<file path="src/rtl/cpu_pkg.sv">
// rtl/cpu_pkg.sv - shared CPU constants: multiply/divide op encoding and FSM states
package cpu_pkg;

  localparam int MDU_OP_W = 3;

  localparam logic [MDU_OP_W-1:0] OP_MULT  = 3'd0;
  localparam logic [MDU_OP_W-1:0] OP_MULTU = 3'd1;
  localparam logic [MDU_OP_W-1:0] OP_DIV   = 3'd2;
  localparam logic [MDU_OP_W-1:0] OP_DIVU  = 3'd3;
  localparam logic [MDU_OP_W-1:0] OP_MTHI  = 3'd4;
  localparam logic [MDU_OP_W-1:0] OP_MTLO  = 3'd5;

  typedef enum logic [1:0] {
    ST_IDLE = 2'd0,
    ST_RUN  = 2'd1,
    ST_FIX  = 2'd2
  } mdu_state_e;

endpackage

</file>
<file path="src/rtl/mul_div_unit.sv">
// rtl/mul_div_unit.sv - iterative multiply/divide unit owning the HI/LO register pair
module mul_div_unit
  import cpu_pkg::*;
#(
  parameter int WIDTH = 32
) (
  input  logic                clk,
  input  logic                rst_n,
  input  logic                start,
  input  logic [MDU_OP_W-1:0] op,
  input  logic [WIDTH-1:0]    a,
  input  logic [WIDTH-1:0]    b,
  output logic                busy,
  output logic                done,
  output logic [WIDTH-1:0]    hi,
  output logic [WIDTH-1:0]    lo
);

  localparam int CW = $clog2(WIDTH);

  mdu_state_e         state_q;
  logic [CW-1:0]      cnt_q;
  logic [2*WIDTH-1:0] acc_q, acc_d;
  logic [WIDTH-1:0]   b_q;
  logic               is_div_q, neg_q_q, neg_r_q, dz_q;
  logic [WIDTH-1:0]   hi_q, lo_q;
  logic               busy_q, done_q;

  logic               signed_op;
  logic [WIDTH-1:0]   a_abs, b_abs;
  logic [WIDTH:0]     mul_sum, div_rem, div_diff;
  logic [2*WIDTH-1:0] prod_fix;
  logic [WIDTH-1:0]   quo_fix, rem_fix;

  assign signed_op = (op == OP_MULT) || (op == OP_DIV);
  assign a_abs     = (signed_op && a[WIDTH-1]) ? -a : a;
  assign b_abs     = (signed_op && b[WIDTH-1]) ? -b : b;

  // acc holds {partial, multiplier} for multiply and {remainder, dividend/quotient} for divide
  always_comb begin
    mul_sum  = {1'b0, acc_q[2*WIDTH-1:WIDTH]} + (acc_q[0] ? {1'b0, b_q} : {(WIDTH+1){1'b0}});
    div_rem  = {acc_q[2*WIDTH-1:WIDTH], acc_q[WIDTH-1]};
    div_diff = div_rem - {1'b0, b_q};
    acc_d    = acc_q;
    if (is_div_q) begin
      if (!div_diff[WIDTH]) begin
        acc_d = {div_diff[WIDTH-1:0], acc_q[WIDTH-2:0], 1'b1};
      end else begin
        acc_d = {div_rem[WIDTH-1:0], acc_q[WIDTH-2:0], 1'b0};
      end
    end else begin
      acc_d = {mul_sum, acc_q[WIDTH-1:1]};
    end
  end

  assign prod_fix = neg_q_q ? -acc_q : acc_q;
  assign quo_fix  = neg_q_q ? -acc_q[WIDTH-1:0] : acc_q[WIDTH-1:0];
  assign rem_fix  = neg_r_q ? -acc_q[2*WIDTH-1:WIDTH] : acc_q[2*WIDTH-1:WIDTH];

  always_ff @(posedge clk or negedge rst_n) begin
    if (!rst_n) begin
      state_q  <= ST_IDLE;
      cnt_q    <= '0;
      acc_q    <= '0;
      b_q      <= '0;
      is_div_q <= 1'b0;
      neg_q_q  <= 1'b0;
      neg_r_q  <= 1'b0;
      dz_q     <= 1'b0;
      hi_q     <= '0;
      lo_q     <= '0;
      busy_q   <= 1'b0;
      done_q   <= 1'b0;
    end else begin
      done_q <= 1'b0;
      case (state_q)
        ST_IDLE: begin
          if (start) begin
            case (op)
              OP_MULT, OP_MULTU, OP_DIV, OP_DIVU: begin
                acc_q    <= {{WIDTH{1'b0}}, a_abs};
                b_q      <= b_abs;
                is_div_q <= op[1];
                neg_q_q  <= signed_op & (a[WIDTH-1] ^ b[WIDTH-1]);
                neg_r_q  <= signed_op & a[WIDTH-1];
                dz_q     <= (b == '0);
                cnt_q    <= '0;
                busy_q   <= 1'b1;
                state_q  <= ST_RUN;
              end
              OP_MTHI: hi_q <= a;
              OP_MTLO: lo_q <= a;
              default: ;
            endcase
          end
        end
        ST_RUN: begin
          acc_q <= acc_d;
          cnt_q <= cnt_q + CW'(1);
          if (cnt_q == CW'(WIDTH - 1)) state_q <= ST_FIX;
        end
        ST_FIX: begin
          // divide by zero leaves the dividend as remainder, so only the quotient needs forcing
          if (is_div_q) begin
            hi_q <= rem_fix;
            lo_q <= dz_q ? {WIDTH{1'b1}} : quo_fix;
          end else begin
            hi_q <= prod_fix[2*WIDTH-1:WIDTH];
            lo_q <= prod_fix[WIDTH-1:0];
          end
          done_q  <= 1'b1;
          busy_q  <= 1'b0;
          state_q <= ST_IDLE;
        end
        default: state_q <= ST_IDLE;
      endcase
    end
  end

  assign busy = busy_q;
  assign done = done_q;
  assign hi   = hi_q;
  assign lo   = lo_q;

endmodule

</file>
<file path="config.mk">
export PLATFORM = sky130hd
export DESIGN_NAME = mul_div_unit
export DESIGN_NICKNAME = d
export VERILOG_FILES = /design/src/rtl/cpu_pkg.sv /design/src/rtl/mul_div_unit.sv
export SDC_FILE = /design/constraint.sdc
export NUM_CORES = 1
export LEC_CHECK = 0
export BUFFER_PORTS_ARGS = -buffer_cell sky130_fd_sc_hd__buf_2
export CORE_MARGIN = 2
export CORE_UTILIZATION = 55
export DETAILED_ROUTE_END_ITERATION = 8
export PLACE_DENSITY = 0.78
export SETUP_SLACK_MARGIN = 0.3
export SYNTH_ARGS = -nofsm -noshare
export SYNTH_HDL_FRONTEND = slang
export SYNTH_SLANG_ARGS = --single-unit
</file>
<file path="constraint.sdc">
create_clock -name clk -period 3.4 [get_ports clk]
set_clock_uncertainty 0.05 [all_clocks]
set_input_delay 0 -clock clk [delete_from_list [all_inputs] [get_ports clk]]
set_output_delay 0 -clock clk [all_outputs]
set_load 0.01 [all_outputs]
</file>
==> results.txt, run 1 <==
----------------------------------------------------
[Critical path]
  Req. time, crit path ... 3.67 ns
  Element type at the critical path start ... register
  Worst reg2reg startpoint ... acc_q[0]
  Critical setup path kind ... reg2reg
  Depth of the worst register-to-register path ... 14
  Launch point of the worst path ... acc_q[0]
  Arrival time of data at the critical path endpoint ... 3.48 ns
  Highest net fanout along the worst path ... 7
  CP endpoint kind ... register

[CTS]
  Maximum root-to-sink buffer count ... 2
  Root Driver ... sky130_fd_sc_hd__clkbuf_16
  Number of sinks driven by the clock tree ... 173
  Clock buffers created by TritonCTS ... 17
  H-tree lvl count ... 4
  Later-pin clock latency in the skew report ... 0.44 ns
  Clock input transition at the sequential cells of the worst setup and hold paths ... 0.07 ns
  CTS tree ... done

[Global route]
  Antenna violations before repair ... 1
  Met2 usage ... 57.0%
  Via count of the first global-routing pass ... 14.0k
  Wire length of the first global-routing pass ... 71400 um
  Remaining global-route overflow ... 0
  Most crowded layer after global routing ... met2
  Largest net degree at the start of global routing ... 65
  Global Route Usage Sum ... 33.6%
  Met3 Use GR ... 4.67%
  Met1 global-route usage ... 42.8%

[STA]
  Max transition margin ... 32.3%
  Max Transition Viols Final ... 0
  Setup repair after global routing missed its margin ... true
  Slew of the pin with the lowest slew margin ... 1.01 ns
  Crit share post-route ... 94.4%
  Endpoints failing setup ... 0
  Time the final worst path needs with I/O delays and setup ... 3.21 ns
  Final count of hold timing violations ... 0
  Sum of negative setup slack ... 0 ns
  Highest clock frequency the design can meet ... 0.312 GHz

[Power and ir drop]
  Power Density ... 1140 nW/um^2
  Total leakage power ... 7.61 nW
  Total power draw ... 20.3 mW
  Maximum VDD drop ... 525 uV

[Detailed routing]
  Initial drt markers ... 1664
  Avg Vias per Cell ... 6.31
  WL per Instance ... 20.2 um
  Number of iterations in the first detailed-routing pass ... 6
  Total via count in the routed design ... 14.6k
  Routed wire length ... 46900 um
  DRT antenna net count ... 0
  Total DRC errors in the routed layout ... 0

[Logic synthesis]
  Number of nets produced by synthesis ... 1864
  Number of instances in the synthesized netlist ... 1722
  Synthesized cell area ... 13900 um^2
  Share of synthesized flip-flops with an asynchronous set or reset ... 100%
  Seq/Total Area, Yosys ... 31.1%
  #FFs+latches synth ... 173
  Number of warnings printed during yosys synthesis ... 0
  EDFF count, synth ... 0
  Mean Syn Cell Area ... 8.08 um^2
  Most used flip-flop cell after synthesis ... sky130_fd_sc_hd__dfrtp_1
  Number of distinct library cells after synthesis ... 66

[Placed design]
  Placed Area ... 15300 um^2
  Count of buffers from port buffering ... 135
  Final weighted congestion of routability-driven global placement ... 0.927
  HPWL after detailed placement ... 30700 um

[Floorplan]
  Num ports ... 136
  Die Ht ... 163 um
  Starting density of the core ... 55.6%
  Placement Rows ... 58
  Chip width ... 163 um
  Core ar. ... 25000 um^2
  Area of the die ... 26600 um^2

[Min path]
  Critical hold path startpoint ... op[2]
  Cell depth of the worst hold path ... 5
  Class of the tightest hold or removal check ... in2reg

[Layout]
  Number of diodes added for antenna fixing ... 0
  Fill cells ... 1863
  Total number of nets in the final design ... 2116
  Fin area ... 17700 um^2
  Fraction of layout cells with a size suffix above 1 ... 21.4%
  Area added between synthesis and finish ... 27.3%

[Outcome]
  Result of the run ... completed

[Flow run]
  Maxcap violations ... 0

----------------------------------------------------
per-layer routing:
metal	wire, um	vias up
li1	-	6689
met1	18200	6903
met2	22600	838
met3	4090	195
met4	2060	0
met5	0	-
final timing paths:
kind | to | slack, ns
hold / removal | neg_q_q | 0.02
setup / recovery | acc_q[62] | 0.19
hold reg to reg | b_q[20] | 0.43
min in group asynchronous | acc_q[5] | 0.07
max in group asynchronous | state_q[1] | 2.33
setup reg to reg | acc_q[62] | 0.19
worst max-delay path: stages (launching register included):
cell	delay, ns
sky130_fd_sc_hd__dfrtp_2	0.44
sky130_fd_sc_hd__inv_4	0.10
sky130_fd_sc_hd__buf_12	0.13
sky130_fd_sc_hd__nor2_1	0.05
sky130_fd_sc_hd__ha_1	0.33
sky130_fd_sc_hd__nand2_1	0.19
sky130_fd_sc_hd__o21ai_1	0.11
sky130_fd_sc_hd__a221oi_2	0.34
sky130_fd_sc_hd__o21ai_2	0.14
sky130_fd_sc_hd__nand4_1	0.16
sky130_fd_sc_hd__a31oi_2	0.14
sky130_fd_sc_hd__a221o_1	0.39
sky130_fd_sc_hd__and4b_1	0.21
sky130_fd_sc_hd__o31ai_2	0.21
sky130_fd_sc_hd__o21ai_1	0.08
metrics by stage:
stage	setup slack [ns]	instances	hold slack [ns]	utilization, %
3_5_place_dp	0.0118	2166	-0.0270	61.0
2_1_floorplan	0.287	1722	-0.346	-
3_3_place_gp	0.122	2166	-0.0272	61.0
5_1_grt	0.0538	2316	0.0464	70.8
6_report	0.190	2316	0.0199	70.8
4_1_cts	0.284	2286	0.0167	68.0
cell usage after synthesis (20+ instances only):
cell	count	area [um^2]
sky130_fd_sc_hd__nand2_1	252	946
sky130_fd_sc_hd__o21ai_0	178	891
sky130_fd_sc_hd__dfrtp_1	173	4330
sky130_fd_sc_hd__a21oi_1	130	651
sky130_fd_sc_hd__nor2_1	101	379
sky130_fd_sc_hd__xnor2_1	93	815
sky130_fd_sc_hd__clkbuf_1	82	308
sky130_fd_sc_hd__mux2i_1	75	751
sky130_fd_sc_hd__xor2_1	75	657
sky130_fd_sc_hd__ha_1	70	876
sky130_fd_sc_hd__inv_1	63	236
sky130_fd_sc_hd__a21o_1	33	248
sky130_fd_sc_hd__o21ai_1	30	150
sky130_fd_sc_hd__a32oi_1	29	254
sky130_fd_sc_hd__o31ai_1	26	195
sky130_fd_sc_hd__nand3_1	24	120
sky130_fd_sc_hd__nand2b_1	21	131
sky130_fd_sc_hd__nor3_1	21	105
sky130_fd_sc_hd__a22oi_1	20	150
cell families (layout without fill, tap and decap cells):
logic type,after synthesis,after routing,share of synthesized area [%]
AND/OR/NAND/NOR,531,531,18.0
AO/OA/AOI/OAI,546,546,24.1
buffers and inverters,157,421,4.25
flip-flops,173,173,31.1
adder cells (fa/ha/maj),72,72,6.58
multiplexers,75,75,5.40
XOR/XNOR,168,168,10.6
flip-flops by register name, summed over array words and instances (netlist names), 2 cells and up:
name and cells:
acc_q 64, b_q 32, cnt_q 5, hi 32, lo 32, state_q 2
final cells by class:
| type | count | area, um^2 | area share (%) |
|---|---|---|---|
| multi-input cells | 1392 | 9670 | 54.6 |
| clock buffers | 19 | 443 | 2.50 |
| flip-flops and latches | 173 | 4350 | 24.5 |
| repair buffers | 327 | 2430 | 13.7 |
| clock inverters | 12 | 174 | 0.982 |
| inverters | 63 | 241 | 1.36 |
| well taps | 330 | 413 | 2.33 |
where the power goes:
| part | switching [mW] | leakage, nW | total [mW] | internal (mW) |
|---|---|---|---|---|
| Combinational | 7.77 | 5.32 | 14.0 | 6.19 |
| Sequential | 1.11 | 1.99 | 4.18 | 3.07 |
| Clock | 0.941 | 0.303 | 2.14 | 1.20 |
| Total | 9.82 | 7.61 | 20.3 | 10.5 |
timing repair:
action,in CTS,in global routing
pin swaps,27,42
cloned,2,2
hold endpoints to repair,177,0
setup endpoints to repair,37,50
setup buffers,15,28
hold buffers,72,0
gates resized for setup,61,108
cells in the final DEF (no fill, tap or decap), types with 9 or more instances in the layout:
cell / instances
sky130_fd_sc_hd__o21ai_0: 159
sky130_fd_sc_hd__o21ai_1: 39
sky130_fd_sc_hd__o21ai_2: 10
sky130_fd_sc_hd__clkbuf_16: 17
sky130_fd_sc_hd__o41ai_1: 12
sky130_fd_sc_hd__dfrtp_1: 158
sky130_fd_sc_hd__o211ai_1: 10
sky130_fd_sc_hd__dfrtp_2: 15
sky130_fd_sc_hd__xor2_1: 74
sky130_fd_sc_hd__a21oi_2: 14
sky130_fd_sc_hd__buf_6: 9
sky130_fd_sc_hd__a211oi_1: 10
sky130_fd_sc_hd__or4_1: 16
sky130_fd_sc_hd__a21oi_1: 113
sky130_fd_sc_hd__a22oi_1: 19
sky130_fd_sc_hd__o21bai_1: 10
sky130_fd_sc_hd__xnor2_1: 92
sky130_fd_sc_hd__ha_4: 16
sky130_fd_sc_hd__nand3_1: 23
sky130_fd_sc_hd__ha_1: 45
sky130_fd_sc_hd__inv_1: 57
sky130_fd_sc_hd__buf_4: 104
sky130_fd_sc_hd__nor3_1: 19
sky130_fd_sc_hd__nor2b_1: 14
sky130_fd_sc_hd__nand2b_1: 18
sky130_fd_sc_hd__or3_1: 15
sky130_fd_sc_hd__mux2i_1: 75
sky130_fd_sc_hd__a21o_1: 33
sky130_fd_sc_hd__a32oi_1: 28
sky130_fd_sc_hd__o31ai_1: 23
sky130_fd_sc_hd__nor2_1: 91
sky130_fd_sc_hd__ha_2: 9
sky130_fd_sc_hd__buf_2: 134
sky130_fd_sc_hd__dlygate4sd3_1: 72
sky130_fd_sc_hd__nand2_1: 251
sky130_fd_sc_hd__a31oi_1: 12
sky130_fd_sc_hd__and3_1: 9
Power figures use the tool's default switching activity.
==> run 2, diff against run 1 <==
--- a/config.mk
+++ b/config.mk
@@ -5,11 +5,11 @@
 export SDC_FILE = /design/constraint.sdc
 export NUM_CORES = 1
 export LEC_CHECK = 0
-export BUFFER_PORTS_ARGS = -buffer_cell sky130_fd_sc_hd__buf_2
-export CORE_MARGIN = 2
+export ABC_AREA = 0
 export CORE_UTILIZATION = 55
 export DETAILED_ROUTE_END_ITERATION = 8
-export PLACE_DENSITY = 0.78
+export DONT_BUFFER_PORTS = 1
+export PLACE_DENSITY = 0.73
 export SETUP_SLACK_MARGIN = 0.3
 export SYNTH_ARGS = -nofsm -noshare
 export SYNTH_HDL_FRONTEND = slang
==> results.txt, run 2 (synthesized netlist as in run 1, its figures left out) <==
----------------------------------------------------
[Outcome]
  Result of the run ... finished, violations left
  Failing checks ... negative hold slack

[Placed design]
  HPWL after detailed placement ... 29800 um
  Count of buffers from port buffering ... 0
  Final weighted congestion of routability-driven global placement ... 0.971

[Global route]
  Largest net degree at the start of global routing ... 174
  Antenna violations before repair ... 0
  Global Route Usage Sum ... 34.2%
  Remaining global-route overflow ... 0
  Wire length of the first global-routing pass ... 70100 um
  Via count of the first global-routing pass ... 13.3k

[Critical path]
  Launch point of the worst path ... b_q[0]
  Highest net fanout along the worst path ... 6
  Depth of the worst register-to-register path ... 15
  Element type at the critical path start ... register
  Worst reg2reg startpoint ... b_q[0]
  CP endpoint kind ... register
  Req. time, crit path ... 3.64 ns
  Register-to-register setup slack ... 0.19 ns
  Critical setup path kind ... reg2reg
  FF-to-FF End ... acc_q[52]
  Arrival time of data at the critical path endpoint ... 3.44 ns

[Power and ir drop]
  Total leakage power ... 7.21 nW
  Power Density ... 1180 nW/um^2
  Total power draw ... 20.3 mW
  Maximum VDD drop ... 603 uV

[Layout]
  Total number of nets in the final design ... 2002
  Leading cell type in the layout, fill and taps excluded ... sky130_fd_sc_hd__nand2_1
  Final core utilization ... 69.9%
  Fraction of layout cells with a size suffix above 1 ... 14.9%
  Commonest cells after routing, fill and taps aside ... 250 x sky130_fd_sc_hd__nand2_1, 169 x sky130_fd_sc_hd__dfrtp_1, 158 x sky130_fd_sc_hd__o21ai_0, 112 x sky130_fd_sc_hd__a21oi_1, 105 x sky130_fd_sc_hd__buf_4
  Max reg flops ... 64
  Combined flip-flop and latch cell area ... 4330 um^2
  Multi-input combinational cell area ... 9610 um^2
  Number of diodes added for antenna fixing ... 0
  Fill cells ... 1919
  Area added between synthesis and finish ... 23.2%
  Top reg by flops ... acc_q

[Detailed routing]
  WL per Instance ... 20.7 um
  DRT antenna net count ... 0
  Routed wire length ... 45400 um
  Total via count in the routed design ... 14.0k
  Total DRC errors in the routed layout ... 0
  Number of iterations in the first detailed-routing pass ... 5
  Avg Vias per Cell ... 6.39
  Initial drt markers ... 1406

[Floorplan]
  Die Ht ... 161 um
  Placement Rows ... 57
  Num ports ... 136
  Starting density of the core ... 56.7%
  Chip width ... 161 um
  Core ar. ... 24500 um^2
  Area of the die ... 25900 um^2

[STA]
  Crit share post-route ... 94.3%
  Setup repair after global routing missed its margin ... true
  Endpoints failing setup ... 0
  Slew of the pin with the lowest slew margin ... 1.11 ns
  Max Transition Viols Final ... 0
  Highest clock frequency the design can meet ... 0.312 GHz
  Final count of hold timing violations ... 175
  Worst Hold Margin ... -0.824 ns
  Max transition margin ... 26.1%
  Time the final worst path needs with I/O delays and setup ... 3.21 ns

[CTS]
  Root Driver ... sky130_fd_sc_hd__clkbuf_16
  H-tree lvl count ... 4
  Clock buffers created by TritonCTS ... 17
  Number of sinks driven by the clock tree ... 173
  Clock input transition at the sequential cells of the worst setup and hold paths ... 0.08 ns
  Hold Buf Count CTS ... 89
  Later-pin clock latency in the skew report ... 0.46 ns
  Maximum root-to-sink buffer count ... 2
  CTS tree ... done

[Flow run]
  Maxcap violations ... 0

[Min path]
  Class of the tightest hold or removal check ... in2async

----------------------------------------------------
==> run 2: cell count changes in the layout (fill, tap and decap cells not counted), moves of 4 or more <==
cell	delta
sky130_fd_sc_hd__ha_1	+10
sky130_fd_sc_hd__buf_2	-134
sky130_fd_sc_hd__dfrtp_1	+11
sky130_fd_sc_hd__dlygate4sd3_1	+17
sky130_fd_sc_hd__dfrtp_2	-11
sky130_fd_sc_hd__ha_4	-7
sky130_fd_sc_hd__inv_8	+4
sky130_fd_sc_hd__inv_2	+4
sky130_fd_sc_hd__inv_6	-4
==> run 2: how the worst max path moves through the flow <==
| stage | to | slack [ns] | cells after the start |
|---|---|---|---|
| final | acc_q[52] | 0.19 | 15 |
| after global routing | acc_q[33] | 0.04 | 15 |
| after CTS | acc_q[63] | 0.22 | 14 |
| after detailed placement | acc_q[63] | -0.006 | 14 |
| after global placement | acc_q[63] | 0.06 | 14 |
| after floorplan | acc_q[61] | 0.29 | 13 |
==> run 2: final cells by class <==
cell class,instances,share of cell area [%]
Clock inverter,14,0.876
Inverter,63,1.38
Multi-Input combinational cell,1393,56.0
Clock buffer,17,2.48
Tap cell,324,2.36
Timing Repair Buffer,212,11.6
Sequential cell,173,25.3
==> run 2: critical path, cell delays in order, from the launching register on <==
cell	delay, ns
sky130_fd_sc_hd__dfrtp_1	0.43
sky130_fd_sc_hd__ha_4	0.19
sky130_fd_sc_hd__fa_2	0.34
sky130_fd_sc_hd__nand2b_4	0.15
sky130_fd_sc_hd__a21oi_2	0.10
sky130_fd_sc_hd__buf_4	0.13
sky130_fd_sc_hd__o211ai_1	0.12
sky130_fd_sc_hd__a31oi_1	0.24
sky130_fd_sc_hd__nor2b_1	0.09
sky130_fd_sc_hd__o21a_1	0.24
sky130_fd_sc_hd__buf_6	0.15
sky130_fd_sc_hd__xnor2_4	0.17
sky130_fd_sc_hd__buf_6	0.16
sky130_fd_sc_hd__buf_12	0.14
sky130_fd_sc_hd__mux2i_1	0.21
sky130_fd_sc_hd__o221ai_1	0.13
==> run 2: metal layers <==
metal | vias up | share of wire (%) | global-route usage, %
met3 | 117 | 8.0 | 5.34
met4 | 0 | 3.4 | 12.8
met5 | - | 0 | 0
li1 | 6449 | - | -
met1 | 6755 | 41 | 44.2
met2 | 711 | 48 | 57.6
==> run 2: through the flow <==
stage	setup TNS, ns	std cells	cell area (um^2)	setup slack, ns
after floorplan	0	1722	13900	0.287
after global placement	0	2034	14700	0.0639
after detailed placement	-0.00557	2034	14700	-0.00557
after CTS	0	2176	16600	0.224
after global routing	0	2196	17100	0.0393
final	0	2196	17100	0.193
==> run 2: power by group <==
part	switching [mW]	internal, mW	total (mW)
clock	1.01	0.977	1.99
combinational	7.53	6.41	13.9
sequential	1.27	3.06	4.32
==> run 2: repair_timing <==
item,4_1_cts,5_1_grt
resized for setup,68,88
pin swaps,26,27
setup buffers,19,18
endpoints found under the hold margin,304,173
cloned,3,2
endpoints found under the setup margin,42,54
